## config.mk

```make
export PLATFORM = sky130hd
export DESIGN_NAME = patch_seq_ctrl
export DESIGN_NICKNAME = d
export VERILOG_FILES = /design/src/rtl/patch_seq_ctrl.sv
export SDC_FILE = /design/constraint.sdc
export NUM_CORES = 1
export LEC_CHECK = 0
export CORE_MARGIN = 1
export CORE_UTILIZATION = 66
export DETAILED_ROUTE_END_ITERATION = 8
export DONT_BUFFER_PORTS = 1
export PLACE_DENSITY = 0.94
export SYNTH_ARGS = -nofsm -noshare
export SYNTH_HDL_FRONTEND = slang
export SYNTH_SLANG_ARGS = --single-unit
```

## constraint.sdc

```tcl
create_clock -name clk -period 3.6 [get_ports clk]
set_input_delay 0.72 -clock clk [delete_from_list [all_inputs] [get_ports clk]]
set_output_delay 0.72 -clock clk [all_outputs]
set_load 0.03 [all_outputs]
```

## src/rtl/patch_seq_ctrl.sv

```systemverilog
// rtl/patch_seq_ctrl.sv - patchifier sequencer: start, wait for done, stream every pixel, release buffer
// Optional WAIT watchdog is compiled in when PATCH_SEQ_TIMEOUT_EN is defined.
module patch_seq_ctrl #(
  parameter int PIXEL_WIDTH       = 24,
  parameter int TOTAL_NUM_PATCHES = 16,
  parameter int PATCH_VECTOR_SIZE = 256,
`ifdef PATCH_SEQ_TIMEOUT_EN
  parameter int TIMEOUT_CYCLES    = 1024,
`endif
  parameter int PIDX_W            = $clog2(TOTAL_NUM_PATCHES),
  parameter int POS_W             = $clog2(PATCH_VECTOR_SIZE)
) (
  input  logic                   clk,
  input  logic                   reset,
  input  logic                   start,
  output logic                   busy,
  output logic                   pf_en,
  output logic                   pf_output_taken,
  input  logic [1:0]             pf_state,
  output logic [PIDX_W-1:0]      rd_patch_idx,
  output logic [POS_W-1:0]       rd_pos_idx,
  input  logic [PIXEL_WIDTH-1:0] rd_data,
  output logic                   out_valid,
  input  logic                   out_ready,
  output logic [PIXEL_WIDTH-1:0] out_data,
  output logic [PIDX_W-1:0]      out_patch_idx,
  output logic [POS_W-1:0]       out_pos_idx,
  output logic                   out_last_patch,
  output logic                   out_last_frame,
  output logic                   frame_done,
  output logic                   err
);

  localparam logic [2:0] S_IDLE    = 3'd0;
  localparam logic [2:0] S_START   = 3'd1;
  localparam logic [2:0] S_WAIT    = 3'd2;
  localparam logic [2:0] S_STREAM  = 3'd3;
  localparam logic [2:0] S_DRAIN   = 3'd4;
  localparam logic [2:0] S_RELEASE = 3'd5;
  localparam logic [2:0] S_FINISH  = 3'd6;

  localparam logic [1:0] PF_IDLE = 2'b00;
  localparam logic [1:0] PF_DONE = 2'b10;

  logic [2:0]        state;
  logic [PIDX_W-1:0] pcnt;
  logic [POS_W-1:0]  qcnt;
  logic              issued_all;
  logic              load;
  logic              accept;
  logic              last_pos;
  logic              last_beat;

  // Status pulses decode straight from the registered state.
  assign busy            = (state != S_IDLE);
  assign pf_en           = (state == S_START);
  assign pf_output_taken = (state == S_RELEASE);
  assign frame_done      = (state == S_FINISH) && (pf_state == PF_IDLE);

  assign rd_patch_idx = pcnt;
  assign rd_pos_idx   = qcnt;

  // A new beat is fetched whenever the output slot is empty or being drained this cycle.
  assign accept    = out_valid && out_ready;
  assign load      = (state == S_STREAM) && (!out_valid || out_ready) && !issued_all;
  assign last_pos  = (qcnt == POS_W'(PATCH_VECTOR_SIZE - 1));
  assign last_beat = last_pos && (pcnt == PIDX_W'(TOTAL_NUM_PATCHES - 1));

`ifdef PATCH_SEQ_TIMEOUT_EN
  localparam int WDOG_W = $clog2(TIMEOUT_CYCLES) + 1;
  logic [WDOG_W-1:0] wdog;
  logic              wdog_expired;

  assign wdog_expired = (wdog == WDOG_W'(TIMEOUT_CYCLES - 1));

  // Watchdog counts WAIT cycles from zero and latches a sticky error when it runs out.
  always_ff @(posedge clk) begin
    if (reset) begin
      wdog <= '0;
      err  <= 1'b0;
    end else if (state == S_START) begin
      wdog <= '0;
    end else if (state == S_WAIT) begin
      wdog <= wdog + WDOG_W'(1);
      if (pf_state != PF_DONE && wdog_expired)
        err <= 1'b1;
    end
  end
`else
  assign err = 1'b0;
`endif

  // Frame sequencing and patch-major read counters.
  always_ff @(posedge clk) begin
    if (reset) begin
      state      <= S_IDLE;
      pcnt       <= '0;
      qcnt       <= '0;
      issued_all <= 1'b0;
    end else begin
      case (state)
        S_IDLE:
          if (start) state <= S_START;
        S_START:
          state <= S_WAIT;
        S_WAIT:
          if (pf_state == PF_DONE) begin
            state      <= S_STREAM;
            pcnt       <= '0;
            qcnt       <= '0;
            issued_all <= 1'b0;
          end
`ifdef PATCH_SEQ_TIMEOUT_EN
          else if (wdog_expired) begin
            state <= S_IDLE;
          end
`endif
        S_STREAM:
          if (load) begin
            if (last_pos) begin
              qcnt <= '0;
              pcnt <= pcnt + PIDX_W'(1);
            end else begin
              qcnt <= qcnt + POS_W'(1);
            end
            if (last_beat) begin
              issued_all <= 1'b1;
              state      <= S_DRAIN;
            end
          end
        S_DRAIN:
          if (accept) state <= S_RELEASE;
        S_RELEASE:
          state <= S_FINISH;
        S_FINISH:
          if (pf_state == PF_IDLE) state <= S_IDLE;
        default:
          state <= S_IDLE;
      endcase
    end
  end

  // Single-entry output register: holds the beat until accepted, refills in the same cycle.
  always_ff @(posedge clk) begin
    if (reset) begin
      out_valid      <= 1'b0;
      out_data       <= '0;
      out_patch_idx  <= '0;
      out_pos_idx    <= '0;
      out_last_patch <= 1'b0;
      out_last_frame <= 1'b0;
    end else if (load) begin
      out_valid      <= 1'b1;
      out_data       <= rd_data;
      out_patch_idx  <= pcnt;
      out_pos_idx    <= qcnt;
      out_last_patch <= last_pos;
      out_last_frame <= last_beat;
    end else if (accept) begin
      out_valid <= 1'b0;
    end
  end

endmodule
```

Yosys cells after proc, flatten, opt, wreduce, memory -nomap -nowiden
Cells that the tools add are included.
Storage, ports and cells
  register bits: 55
  bits of input ports: 30
  output and inout bits: 56
  word-level logic and storage cells: 66
Cells by class
  add/sub/neg operators: 2
  equality and inequality tests: 16
  mux-type cells: 21
  reduce and logical (&&, ||, !) cells: 17
Operators with widths (count)
  two-way mux 8 bit: 3
  case mux 3 bit (7 select lines): 1
  two-way mux 3 bit: 6
  case mux 8 bit (2 select lines): 1
  two-way mux 4 bit: 3
  inequality test 2 bit, second input constant: 6
  equality test 3 bit, second input constant: 3
  adder 8 x 1 -> 8 bit, second input constant: 1
  equality test 8 bit, second input constant: 1
  case mux 4 bit (2 select lines): 1
  AND reduction 4 bit: 2
  equality test 3 x 2 -> 1 bit, second input constant: 2
  AND reduction 6 bit: 1
  logical AND 1 bit: 5
  two-way mux 1 bit: 5
  adder 4 x 1 -> 4 bit, second input constant: 1
  equality test 4 bit, second input constant: 1
  nonzero test 2 bit: 2
  equality test 3 x 1 -> 1 bit, second input constant: 1
  zero test 3 bit: 1
  AND reduction 3 bit: 1
  nonzero test 3 bit: 1
  equality test 2 bit, second input constant: 1
  zero test 1 bit: 2
  4 further kinds: 4

Logic depth before layout (Yosys ltp)
  word-level depth: 6
  depth in mapped cells: 7

Worst setup path before layout
No wires, ideal clock.
  kind: reg-to-output
  start: reg state[2]
  end: out pf_en
  arrival time: 1.237 ns
  data required time: 2.880 ns
  path slack: 1.643 ns
  stages on the path, launching flop included: 3
  path buffers: 1
  cells stage by stage: dfxtp_1 clkbuf_1 nor3_1
On the way
  longest elaborated chain between the ends: 1
RTL lines
  start: declaration: line 45  | logic [2:0] state;
  start signal: assignment: line 96  | state <= S_IDLE;
  start signal: assignment: line 103  | if (start) state <= S_START;
  start signal: assignment: line 105  | state <= S_WAIT;
  equality test 3 x 1 -> 1 bit: line 56  | assign pf_en = (state == S_START);
  end: declaration: line 17  | output logic pf_en,
No other way between the ends.

Worst setup path after layout
  start: reg state[0]
  end: out pf_en
The elaborated chain is that of the path after synthesis.

==> metrics.txt <==
Vias 1881; HPWL Detailed 3270 um; drc violations 0; xor/xnor cell area share of the yosys netlist 2.65%; RD Place Congestion 0.810; Synth Warn # 0; largest family of logic cells by synthesized area simple AND/OR/NAND/NOR gates; share of layout cells above drive strength 1 8.03%; worst-path fanout max 12; simple-gate portion of the synthesized area 27.2%; Critical Path Stages 2; CTS tree done; endpoints failing setup 0; post-synthesis mux area share 0.919%; fmax 392 MHz; logic gate share of total power 6.1%; area grow syn2layout 1.19%; Resized Gates After CTS 0; CP Buf/Inv Count 1; Post-DRT Antenna Nets 0; leading area contributor after synthesis dfxtp_1; Crit Path Class reg -> out; CP max-delay cell nor3_1; Net count, final 305; WHS Path Cells 1; vias in the first global route 1569; Clk Tree Root Cell clkbuf_4; DRT Pass-1 Iters 4; H-tree Lvls 2; MaxCap Viol Count 0; die width 61.2 um; Core Area 0.00334 mm2; Seq pwr share 66.2%; Crit path arrival time 1.83 ns; Iter 0 DRT Violations 139; number of clock sinks 55; Worst Skew 0.00872 ns; largest net degree at the start of global routing 52; CP Launch Type flip-flop; post-synthesis register bit count 55; latest clock arrival within the worst-skew pair 0.38 ns; Max VDD drop 0.299 mV; minimum clock period 2.55 ns; first-pass GRT wire length 6880 um; DR WL/cell 15.0 um; post-synth net total 315; Seq/Total Area, Yosys 47.6%; Rel. slew slack 39.0%; M3 GR Usage 10.7%; Synth top cells by count nand2_1 (83), dfxtp_1 (55), a21oi_1 (46); Leak Pwr 0.781 nW; initial antenna violation count 0; post-synth top area share 47.6%; CTS Buf Count 5; Gate Count Post-Synth 283; EDFF count, synth 0; hold_ws 0.383 ns; synthesized cell area 0.00231 mm2; Post-Syn Area per Cell 8.17 um2; Top Ports 86; die area 0.00375 mm2; total global routing overflow 0; Post-Route Setup TNS 0 ns; Clock Path Buffers 2; cell with the most instances after synthesis nand2_1; CTS Hold Bufs 0; Post-Synth Adder-Cell Area 1.08%; met2 usage in global routing 40.4%; RSZ-0062 raised after global routing no; Hold Path Class in -> reg; ant diodes 0; worst stage delay on the critical path 0.75 ns; Tot GR Track Use 24.9%; most used routing layer met2; asr flop ratio synth 0%; pwr/cell area 417 mW/mm2; crit share post-route 70.9%; prevailing post-synth register cell dfxtp_1; Worst-Margin Slew 0.909 ns; cell depth of the worst flop-to-flop path 5; CP Cell Sequence inv_2 -> nor3_1; CP endpoint kind output pin; Pint 0.717 mW; clk slew on worst S/H paths 0.15 ns; Vias/cell 5.88; final core occ 70.2%; FILL cells 279; compound-gate portion of the synthesized area 16.2%; Initial Utilization 69.3%; total power 0.976 mW; Clock power frac 27.7%; Yosys cell types 45; die height 61.2 um; met1 Usage GRT 30.1%; top cells by area, synth dfxtp_1 (48%), nand2_1 (13%), a21oi_1 (10%), xnor2_1 (2.7%), nor2_1 (2.6%); Fin. Hold Viols 0; Post-CTS Setup Repair Bufs 0; IO Port Bufs 0; status finished, final reports clean; Slew Viols, Final 0; Routed WL 4790 um; critical path required time 2.88 ns; Cell Rows 21; critical path's top delay family simple AND/OR/NAND/NOR gates; switching share of power 26.5%; Sw Pwr 0.259 mW
-- cell families (layout without fill, tap and decap cells) --
kind of cell               Yosys count  in the layout
and+or+nand+nor                    132            132
AOI/OAI and AO/OA                   65             65
DFF                                 55             55
buffers and inverters               19             10
xor gates and xnor gates             7              7
adders and majority gates            2              2
muxes                                2              2
other                                1              1
-- registers in the layout, indices dropped and copies added, names as in the netlist --
register	count
rd_pos_idx	8
rd_patch_idx	4
out_last_patch	1
out_last_frame	1
issued_all	1
out_pos_idx	8
out_patch_idx	4
state	3
out_data	24
out_valid	1
-- area by class of cell --
type / instances / area, um2 / share of cell area, %
well taps: 46 / 57.6 / 2.46
flip-flops and latches: 55 / 1100 / 47.0
clock inverters: 2 / 17.5 / 0.748
multi-input cells: 209 / 1120 / 47.7
clock buffers: 6 / 41.3 / 1.76
inverters: 2 / 7.51 / 0.321
-- power by group through the flow --
stage          sequential [mW]  clock, mW  combinational [mW]
6_report                 0.646      0.271              0.0595
5_1_grt                  0.648      0.294              0.0666
4_1_cts                  0.645      0.277              0.0593
3_5_place_dp             0.659          0              0.0591
3_3_place_gp             0.658          0              0.0574
2_1_floorplan            0.651          0              0.0698
-- cell usage in the layout, fill, tap and decap left out, types with 2 or more instances in the layout --
cell      Yosys  routed
o21ai_0       6       6
nand4_1       3       3
nor4_2        3       3
nand3_1       3       3
nand3_2       2       2
nand2b_1      3       3
clkbuf_4      0       5
a21oi_1      46      46
ha_1          2       2
nor3_1        6       6
nor2_1       16      16
clkinv_4      0       2
and3_1        2       2
a21o_1        3       3
xnor2_1       7       7
nand2_1      83      83
dfxtp_1      55      55
-- path summary, 6_finish.rpt --
check / startpoint / end / slack (ns)
setup reg to reg: state[0] / rd_patch_idx[2] / 1.38
hold reg to reg: issued_all / issued_all / 0.50
setup / recovery: state[0] / pf_en / 1.05
hold / removal: reset / out_valid / 0.38
-- per-stage QoR --
step | setup WS, ns | area, um2 | std cells
after floorplan | 1.64 | 2310 | 283
after global placement | 1.38 | 2280 | 312
after detailed placement | 1.32 | 2280 | 312
after CTS | 1.04 | 2340 | 320
after global routing | 0.962 | 2340 | 320
final | 1.05 | 2340 | 320
-- layer usage --
metal / vias up / part of all wire, % / wire length (um)
met3: 5 / 10 / 481
li1: 933 / - / -
met4: 0 / 0.96 / 46
met1: 866 / 40 / 1910
met5: - / 0 / 0
met2: 77 / 49 / 2350
No activity file was read; power rests on OpenSTA's default activity.
